===== config.mk =====
export PLATFORM = sky130hd
export DESIGN_NAME = fetch_unit
export DESIGN_NICKNAME = d
export VERILOG_FILES = /design/src/rtl/fetch_unit.sv
export SDC_FILE = /design/constraint.sdc
export NUM_CORES = 1
export LEC_CHECK = 0
export BUFFER_PORTS_ARGS = -buffer_cell sky130_fd_sc_hd__buf_2
export CORE_MARGIN = 3
export CORE_UTILIZATION = 54
export CTS_CLUSTER_DIAMETER = 40
export DETAILED_ROUTE_END_ITERATION = 6
export PLACE_DENSITY = 0.87
export SLEW_MARGIN = 25
export SYNTH_ARGS = -nofsm -noshare
export SYNTH_HDL_FRONTEND = slang
export SYNTH_SLANG_ARGS = --single-unit

===== constraint.sdc =====
create_clock -name clk -period 4 [get_ports clk]
set_clock_uncertainty 0.2 [all_clocks]
set_input_delay 0.6 -clock clk [delete_from_list [all_inputs] [get_ports clk]]
set_output_delay 0.6 -clock clk [all_outputs]
set_load 0.05 [all_outputs]

===== src/rtl/fetch_unit.sv =====
// ---------------------------------------------------------------------------
// fetch_unit
//
// Instruction fetch front end. It issues word fetches on a request/acknowledge
// memory bus and tolerates any number of wait states. Returned words are kept
// in a small prefetch FIFO, and the consumer drains that FIFO through a
// valid/ready handshake. A redirect flushes the FIFO and restarts fetch at a
// new PC. A response that is still in flight when the redirect arrives is
// discarded.
//
// Parameters
//   RESET_PC     fetch address loaded on reset
//   DEPTH        prefetch FIFO entries (power of two, >= 2)
//
// Ports
//   clk          clock; all state changes on the rising edge
//   reset        synchronous, active-high reset
//   mem_req      fetch request; held with mem_addr stable until mem_ack
//   mem_addr     word-aligned fetch address
//   mem_ack      response valid this cycle
//   mem_rdata    instruction word, valid with mem_ack
//   inst_valid   FIFO head holds an instruction
//   inst_ready   consumer takes the head when inst_valid & inst_ready
//   inst         instruction at the FIFO head
//   inst_pc      address of the FIFO head instruction
//   redirect     flush and restart fetch at redirect_pc
//   redirect_pc  new fetch PC; bits [1:0] are ignored
// ---------------------------------------------------------------------------
module fetch_unit #(
    parameter logic [31:0] RESET_PC = 32'h0000_0000,
    parameter int unsigned DEPTH    = 2
) (
    input  logic        clk,
    input  logic        reset,
    output logic        mem_req,
    output logic [31:0] mem_addr,
    input  logic        mem_ack,
    input  logic [31:0] mem_rdata,
    output logic        inst_valid,
    input  logic        inst_ready,
    output logic [31:0] inst,
    output logic [31:0] inst_pc,
    input  logic        redirect,
    input  logic [31:0] redirect_pc
);

    localparam int unsigned AW   = (DEPTH > 1) ? $clog2(DEPTH) : 1;
    localparam logic [AW:0] FULL = DEPTH[AW:0];

    typedef enum logic [1:0] {
        IDLE,
        REQ,
        DISCARD
    } state_t;

    state_t        state;
    state_t        state_nxt;
    logic [31:0]   fetch_pc;
    logic [31:0]   fetch_pc_nxt;

    logic [31:0]   fifo_pc   [DEPTH];
    logic [31:0]   fifo_inst [DEPTH];
    logic [AW-1:0] rd_ptr;
    logic [AW-1:0] wr_ptr;
    logic [AW:0]   count;
    logic [AW:0]   count_nxt;
    logic [AW+1:0] count_after;

    logic          push;
    logic          pop;
    logic          flush;

    // Outputs come straight from registered state or the FIFO head mux, so
    // neither mem_ack nor inst_ready reaches mem_req combinationally.
    assign mem_req    = (state != IDLE);
    assign mem_addr   = fetch_pc;
    assign inst_valid = (count != '0);
    assign inst       = fifo_inst[rd_ptr];
    assign inst_pc    = fifo_pc[rd_ptr];

    assign flush = redirect;
    assign push  = (state == REQ) && mem_ack && !redirect;
    assign pop   = inst_valid && inst_ready && !redirect;

    always_comb begin
        state_nxt    = state;
        fetch_pc_nxt = fetch_pc;
        count_after  = {1'b0, count}
                     + {{(AW+1){1'b0}}, push}
                     - {{(AW+1){1'b0}}, pop};
        count_nxt    = flush ? '0 : count_after[AW:0];

        if (redirect) begin
            fetch_pc_nxt = redirect_pc & 32'hFFFF_FFFC;
        end else if (push) begin
            fetch_pc_nxt = fetch_pc + 32'd4;
        end

        unique case (state)
            IDLE: begin
                if (!redirect && (count < FULL)) begin
                    state_nxt = REQ;
                end
            end
            REQ: begin
                // A redirect without ack leaves the old request pending on
                // the bus; its response must be swallowed in DISCARD.
                if (redirect) begin
                    state_nxt = mem_ack ? IDLE : DISCARD;
                end else if (mem_ack && !(count_after < {1'b0, FULL})) begin
                    state_nxt = IDLE;
                end
            end
            DISCARD: begin
                if (mem_ack) begin
                    state_nxt = IDLE;
                end
            end
            default: begin
                state_nxt = IDLE;
            end
        endcase
    end

    always_ff @(posedge clk) begin
        if (reset) begin
            state    <= IDLE;
            fetch_pc <= RESET_PC;
            count    <= '0;
            rd_ptr   <= '0;
            wr_ptr   <= '0;
            for (int unsigned i = 0; i < DEPTH; i++) begin
                fifo_pc[i]   <= '0;
                fifo_inst[i] <= '0;
            end
        end else begin
            state    <= state_nxt;
            fetch_pc <= fetch_pc_nxt;
            count    <= count_nxt;
            if (flush) begin
                rd_ptr <= '0;
                wr_ptr <= '0;
            end else begin
                if (push) begin
                    fifo_pc[wr_ptr]   <= fetch_pc;
                    fifo_inst[wr_ptr] <= mem_rdata;
                    wr_ptr            <= wr_ptr + 1'b1;
                end
                if (pop) begin
                    rd_ptr <= rd_ptr + 1'b1;
                end
            end
        end
    end

endmodule


==> summary.txt, run 1 <==
Outcome
  • Status: finished, final reports clean

Job
  • Max-cap viol count: 0

Setup path
  • Type of the worst setup path: register to output pin
  • CP bufs+invs: 2
  • Crit start category: register
  • Worst path required time: 3.20 ns
  • Slowest cell on crit path: dfxtp_2
  • Critical path depth: 3
  • Cell family with most CP delay: flip-flops
  • Crit Path Max Fanout: 41
  • Critical Path AT: 2.07 ns
  • Cells along the critical path: buf_12, mux2_2, buf_2
  • Critical Path Sink Type: output pin
  • Reg2reg path depth: 4
  • Worst path max stage delay: 0.70 ns

Timing
  • Slew Viols, Final: 0
  • FMAX: 0.348 GHz
  • Crit share post-route: 71.9%
  • Endpoints failing hold: 0
  • Relative slew slack: 36.5%
  • Setup TNS: 0 ns
  • Worst-Margin Slew: 0.943 ns
  • Final setup vio count: 0
  • Period minus WS final: 2.87 ns
  • Min Hold Slack: 0.209 ns
  • RSZ-0062 raised after global routing: false

Floorplanning
  • Die Wd: 124 um
  • Ports: 167
  • DIE AREA: 15300 um2
  • FP Rows: 42
  • Die Ht: 124 um
  • Core box area: 13400 um2
  • Initial Util: 55.7%

Drt
  • DR vias/cell: 5.71
  • Post-route DRC: 0
  • WL final: 16800 um
  • Iter 0 DRT Violations: 471
  • Pre-Repair DR Iteration Count: 5
  • Routed len/inst: 18.0 um
  • Routed Antenna Nets: 0
  • Vias: 5300

Global routing
  • GRT Util Overall: 22.1%
  • First-pass GRT wire length: 25800 um
  • Vias in the first global route: 5215
  • Largest net degree at the start of global routing: 63
  • Initial antenna violation count: 0
  • GR Overflow Total: 0

Synthesis
  • Main synth FF type: edfxtp_1
  • Synthesized cell area: 7460 um2
  • Total of warnings raised by yosys: 0
  • Yosys reg bits: 161
  • Post-synth ARST share: 0%
  • Synthesized instance count: 598
  • Commonest cells in the netlist: edfxtp_1 (124), and2_1 (122), mux2_2 (62), dfxtp_1 (37), clkbuf_1 (32)
  • EDFF count, synth: 124
  • Synth area leader: edfxtp_1
  • Top cells by area, synth: edfxtp_1 (50%), and2_1 (10%), dfxtp_1 (9.9%), mux2_2 (9.4%), a311oi_1 (1.9%)
  • Top-area cell type share of the netlist area: 49.9%
  • Synth Area per Inst: 12.5 um2
  • Post-synthesis sequential area ratio: 59.8%
  • Distinct cells, synth: 51
  • Most used standard cell by instance count after synthesis: edfxtp_1

Finish
  • Diode count: 0
  • P&R area growth vs syn: 19.2%
  • Multi-input logic area: 2760 um2
  • # nets final: 813
  • Share of cells above drive strength 1: 36.1%
  • Filler instances: 977
  • Register area: 4470 um2

Power
  • Max VDD drop: 0.000274 V
  • Leakage Power: 0.00358 uW
  • Power density cells: 429 nW/um2

Clock tree
  • Clock transition at path regs: 0.06 ns
  • Clock Tree Buf Depth: 2
  • # clock sinks: 161
  • H-tree levels: 4
  • CTS Hold Buffers Added: 0
  • # resized after CTS: 0
  • Setup repair bufs after CTS: 0
  • Num CTS Buffers: 17
  • TritonCTS clock tree: built
  • Root buf cell: clkbuf_16
  • Worst skew pair latency: 0.41 ns

Placed design
  • Port bufs: 160
  • Final GP Congestion: 0.825
  • DPL Wire Length: 10800 um

Min path
  • Hold Path Cell Cnt: 2
  • Hold Path Class: input port to register
per-stage QoR:
| step | std cells | util [%] | worst slack [ns] | instance area [um2] | power, uW |
|---|---|---|---|---|---|
| 2_1_floorplan | 601 | - | 0.872 | 7470 | 2240 |
| 3_3_place_gp | 897 | 62.4 | 1.03 | 8360 | 2360 |
| 3_5_place_dp | 897 | 62.4 | 0.919 | 8360 | 2370 |
| 4_1_cts | 929 | 66.4 | 1.10 | 8900 | 3840 |
| 5_1_grt | 929 | 66.4 | 0.940 | 8900 | 3950 |
| 6_report | 929 | 66.4 | 1.13 | 8900 | 3810 |
where the power goes:
part	internal, uW	switching [uW]
Clock	863	614
Sequential	1870	59.3
Combinational	111	302
Total	2840	975
final timing paths:
check | from | to | slack, ns
max | register | inst[21] | 1.13
min | mem_ack | state[1]$_SDFFE_PP0P_ | 0.21
max reg2reg | state[0]$_SDFFE_PP0P_ | mem_addr[21]$_SDFFE_PP0P_ | 1.14
min reg2reg | state[1]$_SDFFE_PP0P_ | state[0]$_SDFFE_PP0P_ | 0.34
area by class of cell:
class / count / area share (%)
inverters: 8 / 0.338
clock buffers: 20 / 5.02
multi-input cells: 386 / 31.0
flip-flops and latches: 161 / 50.2
repair buffers: 166 / 9.93
well taps: 176 / 2.48
clock inverters: 12 / 1.05
worst reg2reg max path: stages (launching register included):
cell      delay (ns)
dfxtp_1         0.43
nand3b_1        0.36
or4_1           0.92
or4_1           0.58
a311oi_1        0.27
logic make-up after synthesis:
family	Yosys count	synth area share (%)
AO/OA/AOI/OAI	55	5.40
XOR/XNOR	10	1.17
adder cells (fa/ha/maj)	4	0.771
buffers and inverters	54	3.54
flip-flops	161	59.8
multiplexers	63	9.49
other	1	0.0503
AND/OR/NAND/NOR	250	19.7
cell usage in the layout (no fill, tap or decap), types with 8 or more instances in the layout:
master     netlist  routed
o31ai_1          8       8
edfxtp_1       124     124
nor2_1          29      29
a211oi_1        10      10
clkbuf_16        0      17
nand3_1         14      14
nand2_1         18      18
o21ai_0          9       9
a311oi_1        16      16
buf_2            3     160
mux2_2          62      62
and2_1         122     122
nor3_1           9       9
dfxtp_1         37      36
nand4_1          8       8
or4_1           11      11
registers in the layout (all words and copies together) (netlist names), named ones only:
| signal | flops |
|---|---|
| fifo_pc | 60 |
| mem_addr | 30 |
| fifo_inst | 64 |
| state | 2 |
| count | 2 |
| rd_ptr | 1 |
| wr_ptr | 1 |
routing by layer:
| metal | vias up | wire length (um) | global-route usage (%) |
|---|---|---|---|
| met1 | 2570 | 6880 | 28.5 |
| li1 | 2467 | - | - |
| met4 | 0 | 273 | 9.13 |
| met3 | 25 | 1310 | 4.94 |
| met5 | - | 0 | 0 |
| met2 | 238 | 8290 | 36.3 |
Note: power is estimated with default switching activity, not from simulation.
==> run 2, diff against run 1 <==
- clock period: 4 -> 2.8 ns (I/O delays scaled with it)
==> run 2 against run 1 <==
Effect of this change:
- sequential share of layout area shrank 1.2 points
- worst hold slack lost 0.14 ns
- highest routed layer unchanged
- final area grew 2.5%
- sequential power grew 43%
- clock power grew 55%
- critical endpoint is now state[0]$_SDFFE_PP0P_
- flip-flop and latch count is the same
- largest power group unchanged
- first-iteration DRC count shrank 20%
- total power grew 48%
==> summary.txt, run 2 (synthesis gave the netlist of run 1 again) <==
Power
  • Leakage Power: 0.00368 uW
  • Max VDD drop: 0.000367 V
  • Power density cells: 621 nW/um2
  • Power, Total: 5660 uW

Finish
  • Diode count: 0
  • Final cell count without fillers: 943
  • Final Util: 68.0%
  • Most frequent cells in the layout: buf_2 (159), edfxtp_1 (124), and2_1 (122)
  • Multi-input logic area: 2770 um2
  • Most common cell after layout, fill and taps aside: buf_2
  • Filler instances: 994
  • Register area: 4470 um2
  • P&R area growth vs syn: 22.2%
  • # nets final: 827
  • Share of cells above drive strength 1: 38.1%
  • Max FFs per register: 64
  • Largest Register: fifo_inst

Setup path
  • Slowest cell on crit path: fa_1
  • Worst path max stage delay: 0.56 ns
  • Type of the worst setup path: register to register
  • R2r setup slk: 0.12 ns
  • Worst path required time: 2.93 ns
  • CP bufs+invs: 2
  • Reg2reg path depth: 12
  • Critical path depth: 12
  • Cells along the critical path: or2_2, nand2_2, nor2_1, ha_1, inv_1, ha_1, inv_1, fa_1, nand2b_1, a21oi_2, a21oi_1, nor4_1
  • Crit start category: register
  • Critical Path AT: 2.80 ns
  • Reg2reg start: count[1]$_SDFF_PP0_
  • Cell family with most CP delay: adder cells
  • Crit Path Max Fanout: 4
  • Reg2reg end: state[0]$_SDFFE_PP0P_
  • Critical Path Sink Type: register

Global routing
  • Largest net degree at the start of global routing: 63
  • First-pass GRT wire length: 25200 um
  • Vias in the first global route: 5069
  • GRT Util Overall: 21.6%
  • GR Overflow Total: 0
  • Initial antenna violation count: 0

Outcome
  • Status: finished, final reports clean

Placed design
  • Port bufs: 160
  • Inst Count DP: 908
  • DPL Wire Length: 10900 um
  • Final GP Congestion: 0.857

Clock tree
  • Clock Tree Buf Depth: 2
  • # clock sinks: 161
  • Worst skew pair latency: 0.42 ns
  • TritonCTS clock tree: built
  • Num CTS Buffers: 17
  • H-tree levels: 4
  • Clock transition at path regs: 0.07 ns
  • Root buf cell: clkbuf_16

Drt
  • DR vias/cell: 5.56
  • Vias: 5242
  • Post-route DRC: 0
  • Routed len/inst: 17.5 um
  • Iter 0 DRT Violations: 377
  • Routed Antenna Nets: 0
  • Pre-Repair DR Iteration Count: 4
  • WL final: 16500 um

Timing
  • Min Hold Slack: 0.0721 ns
  • Final setup vio count: 0
  • Period minus WS final: 2.68 ns
  • FMAX: 0.374 GHz
  • Worst-Margin Slew: 0.695 ns
  • Slew Viols, Final: 0
  • Crit share post-route: 95.6%
  • Setup TNS: 0 ns
  • Endpoints failing hold: 0
  • RSZ-0062 raised after global routing: false
  • Relative slew slack: 53.2%

Floorplanning
  • Die Ht: 124 um
  • DIE AREA: 15300 um2
  • Ports: 167
  • Core box area: 13400 um2
  • FP Rows: 42
  • Initial Util: 55.7%
  • Die Wd: 124 um

Min path
  • Hold path start: redirect_pc[19]
  • Hold Path Cell Cnt: 3
  • Hold Path Class: input port to register
  • Worst hold endpoint: mem_addr[19]$_SDFFE_PP0P_

Job
  • Max-cap viol count: 0
-- run 2: final cells by class --
cell class              instances  share of cell area (%)
inverters                       8                   0.329
flip-flops and latches        161                    49.0
well taps                     176                    2.41
clock buffers                  18                    4.82
multi-input cells             386                    30.4
repair buffers                180                    11.3
clock inverters                14                    1.70
-- run 2: worst max-delay path by stage --
| stage | endpoint | from | slack, ns |
|---|---|---|---|
| 2_1_floorplan | state[0]$_SDFFE_PP0P_ | redirect | 0.12 |
| 3_3_place_gp | mem_addr[21]$_SDFFE_PP0P_ | mem_ack | 0.27 |
| 3_5_place_dp | mem_addr[21]$_SDFFE_PP0P_ | mem_ack | 0.16 |
| 4_1_cts | mem_addr[21]$_SDFFE_PP0P_ | mem_ack | 0.06 |
| 5_1_grt | state[0]$_SDFFE_PP0P_ | count[1]$_SDFF_PP0_ | 0.0003 |
| 6_report | state[0]$_SDFFE_PP0P_ | count[1]$_SDFF_PP0_ | 0.12 |
-- run 2: worst min-delay path: cells and delay by family --
| family | cells | cell delay (ns) |
|---|---|---|
| AOI/OAI and AO/OA | 1 | 0.05 |
| buffers and inverters | 1 | 0.09 |
| and+or+nand+nor | 1 | 0.07 |
-- run 2: report_power, final --
| part | switching (uW) | leakage [uW] | internal (uW) |
|---|---|---|---|
| Clock | 956 | 0.000276 | 1350 |
| Combinational | 438 | 0.00180 | 174 |
| Sequential | 82.7 | 0.00160 | 2660 |
-- run 2: layer usage --
metal	part of all wire (%)	track usage [%]	vias up	wire length (um)
li1	-	-	2499	-
met4	0.73	5.74	0	121
met5	0	0	-	0
met3	7.2	5.63	10	1190
met1	43	27.9	2527	7080
met2	49	36.2	206	8130
-- run 2: timing repair --
item,CTS,global route
gates resized for setup,0,6
endpoints found under the hold margin,1,0
buffers inserted,0,3
endpoints found under the setup margin,0,4
hold buffers,1,0
-- run 2: metrics by stage --
| step | cell area (um2) | setup slack, ns |
|---|---|---|
| 2_1_floorplan | 7480 | 0.123 |
| 3_3_place_gp | 8480 | 0.272 |
| 3_5_place_dp | 8480 | 0.162 |
| 4_1_cts | 9080 | 0.0574 |
| 5_1_grt | 9120 | 0.000336 |
| 6_report | 9120 | 0.123 |
==> run 3, diff against run 2 <==
- BUFFER_PORTS_ARGS: -buffer_cell sky130_fd_sc_hd__buf_2 -> -buffer_cell sky130_fd_sc_hd__buf_4
==> run 3 against run 2 <==
Effect of this change:
- sequential share of layout area is 1.6 points lower
- core utilization increased by 2.3 points
- routed wire length rose by 2.7%
- total power decreased by 0.20%
- global-route usage increased by 0.93 points
- critical path depth unchanged
- worst hold slack improved by 0.0046 ns
- die area stayed put
==> summary.txt, run 3 (synthesis gave the netlist of run 1 again) <==
Timing
  • Final WS setup: 0.117 ns
  • Worst-Margin Slew: 0.728 ns
  • Endpoints failing hold: 0
  • Crit share post-route: 95.8%
  • Relative slew slack: 51.0%
  • Slew Viols, Final: 0
  • Final setup vio count: 0
  • FMAX: 0.373 GHz
  • Period minus WS final: 2.68 ns

Finish
  • Cell area after layout: 9430 um2
  • Max FFs per register: 64
  • P&R area growth vs syn: 26.3%
  • Filler instances: 915
  • Most frequent cells in the layout: buf_4 (169), edfxtp_1 (124), and2_1 (122)
  • Diode count: 0
  • Largest Register: fifo_inst
  • # nets final: 821
  • Final Util: 70.3%
  • Share of cells above drive strength 1: 37.3%
  • Final cell count without fillers: 937
  • Most common cell after layout, fill and taps aside: buf_4

Clock tree
  • Clock transition at path regs: 0.06 ns
  • Root buf cell: clkbuf_16
  • Worst skew pair latency: 0.42 ns
  • Clock Tree Buf Depth: 2
  • H-tree levels: 4
  • # clock sinks: 161
  • Num CTS Buffers: 17
  • TritonCTS clock tree: built

Drt
  • Iter 0 DRT Violations: 452
  • Met2 Wirelength: 8590 um
  • DRT met1 WL: 6860 um
  • DR vias/cell: 5.61
  • Post-route DRC: 0
  • WL final: 17000 um
  • Met3 wire length: 1380 um
  • DR top layer: met4
  • Routed len/inst: 18.1 um
  • Routed Antenna Nets: 0
  • Vias: 5254
  • Pre-Repair DR Iteration Count: 4

Min path
  • Hold Path Class: input port to register
  • Hold Path Cell Cnt: 3
  • Hold path start: redirect_pc[24]
  • Worst hold endpoint: mem_addr[24]$_SDFFE_PP0P_

Global routing
  • Largest net degree at the start of global routing: 63
  • GRT Util Overall: 22.5%
  • GR Overflow Total: 0
  • First-pass GRT wire length: 25800 um
  • Initial antenna violation count: 0
  • Vias in the first global route: 5188

Setup path
  • Critical Path Sink Type: register
  • R2r setup slk: 0.12 ns
  • Type of the worst setup path: register to register
  • Reg2reg path depth: 12
  • Worst path required time: 2.91 ns
  • Critical Path AT: 2.80 ns
  • Crit start category: register
  • Crit Path Max Fanout: 4
  • Reg2reg end: state[0]$_SDFFE_PP0P_
  • Reg2reg start: count[1]$_SDFF_PP0_

Floorplanning
  • Core box area: 13400 um2
  • Die Ht: 124 um
  • Die Wd: 124 um
  • Initial Util: 55.7%
  • FP Rows: 42
  • Ports: 167
  • DIE AREA: 15300 um2

Power
  • Comb pwr share: 11.9%
  • NetSw: 1410 uW
  • Internal Pwr Total: 4230 uW
  • Seq pwr share: 48.7%
  • Clock share of power: 39.4%
  • Switching portion of total power: 25.0%
  • Power density cells: 599 nW/um2
  • Power, Total: 5650 uW
  • Leakage Power: 0.00375 uW
  • Max VDD drop: 0.000327 V

Placed design
  • Post-DP Area: 8830 um2
  • DPL Wire Length: 11000 um
  • Final GP Congestion: 0.819
  • Port bufs: 160
  • Inst Count DP: 904
  • Place WS: 0.148 ns

Job
  • Max-cap viol count: 0

Outcome
  • Status: finished, final reports clean
-- run 3: cell count changes in the layout (fill, tap and decap cells not counted), sizes merged --
cell / change
clkbuf: +5
buf: -6
clkinvlp: -4
bufinv: -1
-- run 3: power by group through the flow --
stage / registers [uW] / clock network, uW / logic [uW]
after floorplan: 2870 / 0 / 334
after global placement: 2790 / 0 / 660
after detailed placement: 2800 / 0 / 671
after CTS: 2750 / 2250 / 676
after global routing: 2760 / 2370 / 710
final: 2750 / 2230 / 674
-- run 3: routing by layer --
layer,GRT usage (%),vias up
li1,-,2483
met1,28.3,2526
met2,38.0,231
met3,6.27,14
met4,6.71,0
met5,0,-
-- run 3: what timing repair did --
action	4_1_cts	5_1_grt
hold buffers	1	0
endpoints found under the hold margin	1	0
setup endpoints to repair	0	1
setup buffers	0	1
gates resized for setup	0	6
-- run 3: layout make-up --
cell class	count	area [um2]	area share (%)
Tap cell	176	220	2.34
Clock inverter	9	76.3	0.810
Sequential cell	161	4470	47.4
Multi-Input combinational cell	386	2770	29.4
Clock buffer	23	498	5.28
Timing Repair Buffer	174	1360	14.4
Inverter	8	30.0	0.319
-- run 3: critical path: stages, from the launching register on --
cell	delay (ns)
dfxtp_4	0.36
or2_4	0.25
nand2_2	0.07
nor2_1	0.04
ha_1	0.30
inv_1	0.06
ha_1	0.13
inv_1	0.05
fa_1	0.54
nand2b_1	0.08
a21oi_2	0.12
a21oi_1	0.06
nor4_1	0.32
-- run 3: worst max path at each step --
stage                                 to             startpoint  cells past startpoint  slack (ns)
4_1_cts        mem_addr[21]$_SDFFE_PP0P_                mem_ack                      6        0.08
5_1_grt            state[0]$_SDFFE_PP0P_  state[0]$_SDFFE_PP0P_                     11       -0.03
2_1_floorplan      state[0]$_SDFFE_PP0P_               redirect                     12        0.12
3_5_place_dp       state[0]$_SDFFE_PP0P_    count[1]$_SDFF_PP0_                     12        0.15
6_report           state[0]$_SDFFE_PP0P_    count[1]$_SDFF_PP0_                     12        0.12
3_3_place_gp   mem_addr[21]$_SDFFE_PP0P_                mem_ack                      5        0.32
-- run 3: metrics by stage --
| stage | TNS [ns] | hold WS (ns) |
|---|---|---|
| 4_1_cts | 0 | 0.0694 |
| 3_3_place_gp | 0 | 0.284 |
| 3_5_place_dp | 0 | 0.336 |
| 2_1_floorplan | 0 | 0.264 |
| 6_report | 0 | 0.0767 |
| 5_1_grt | -0.0306 | 0.0680 |
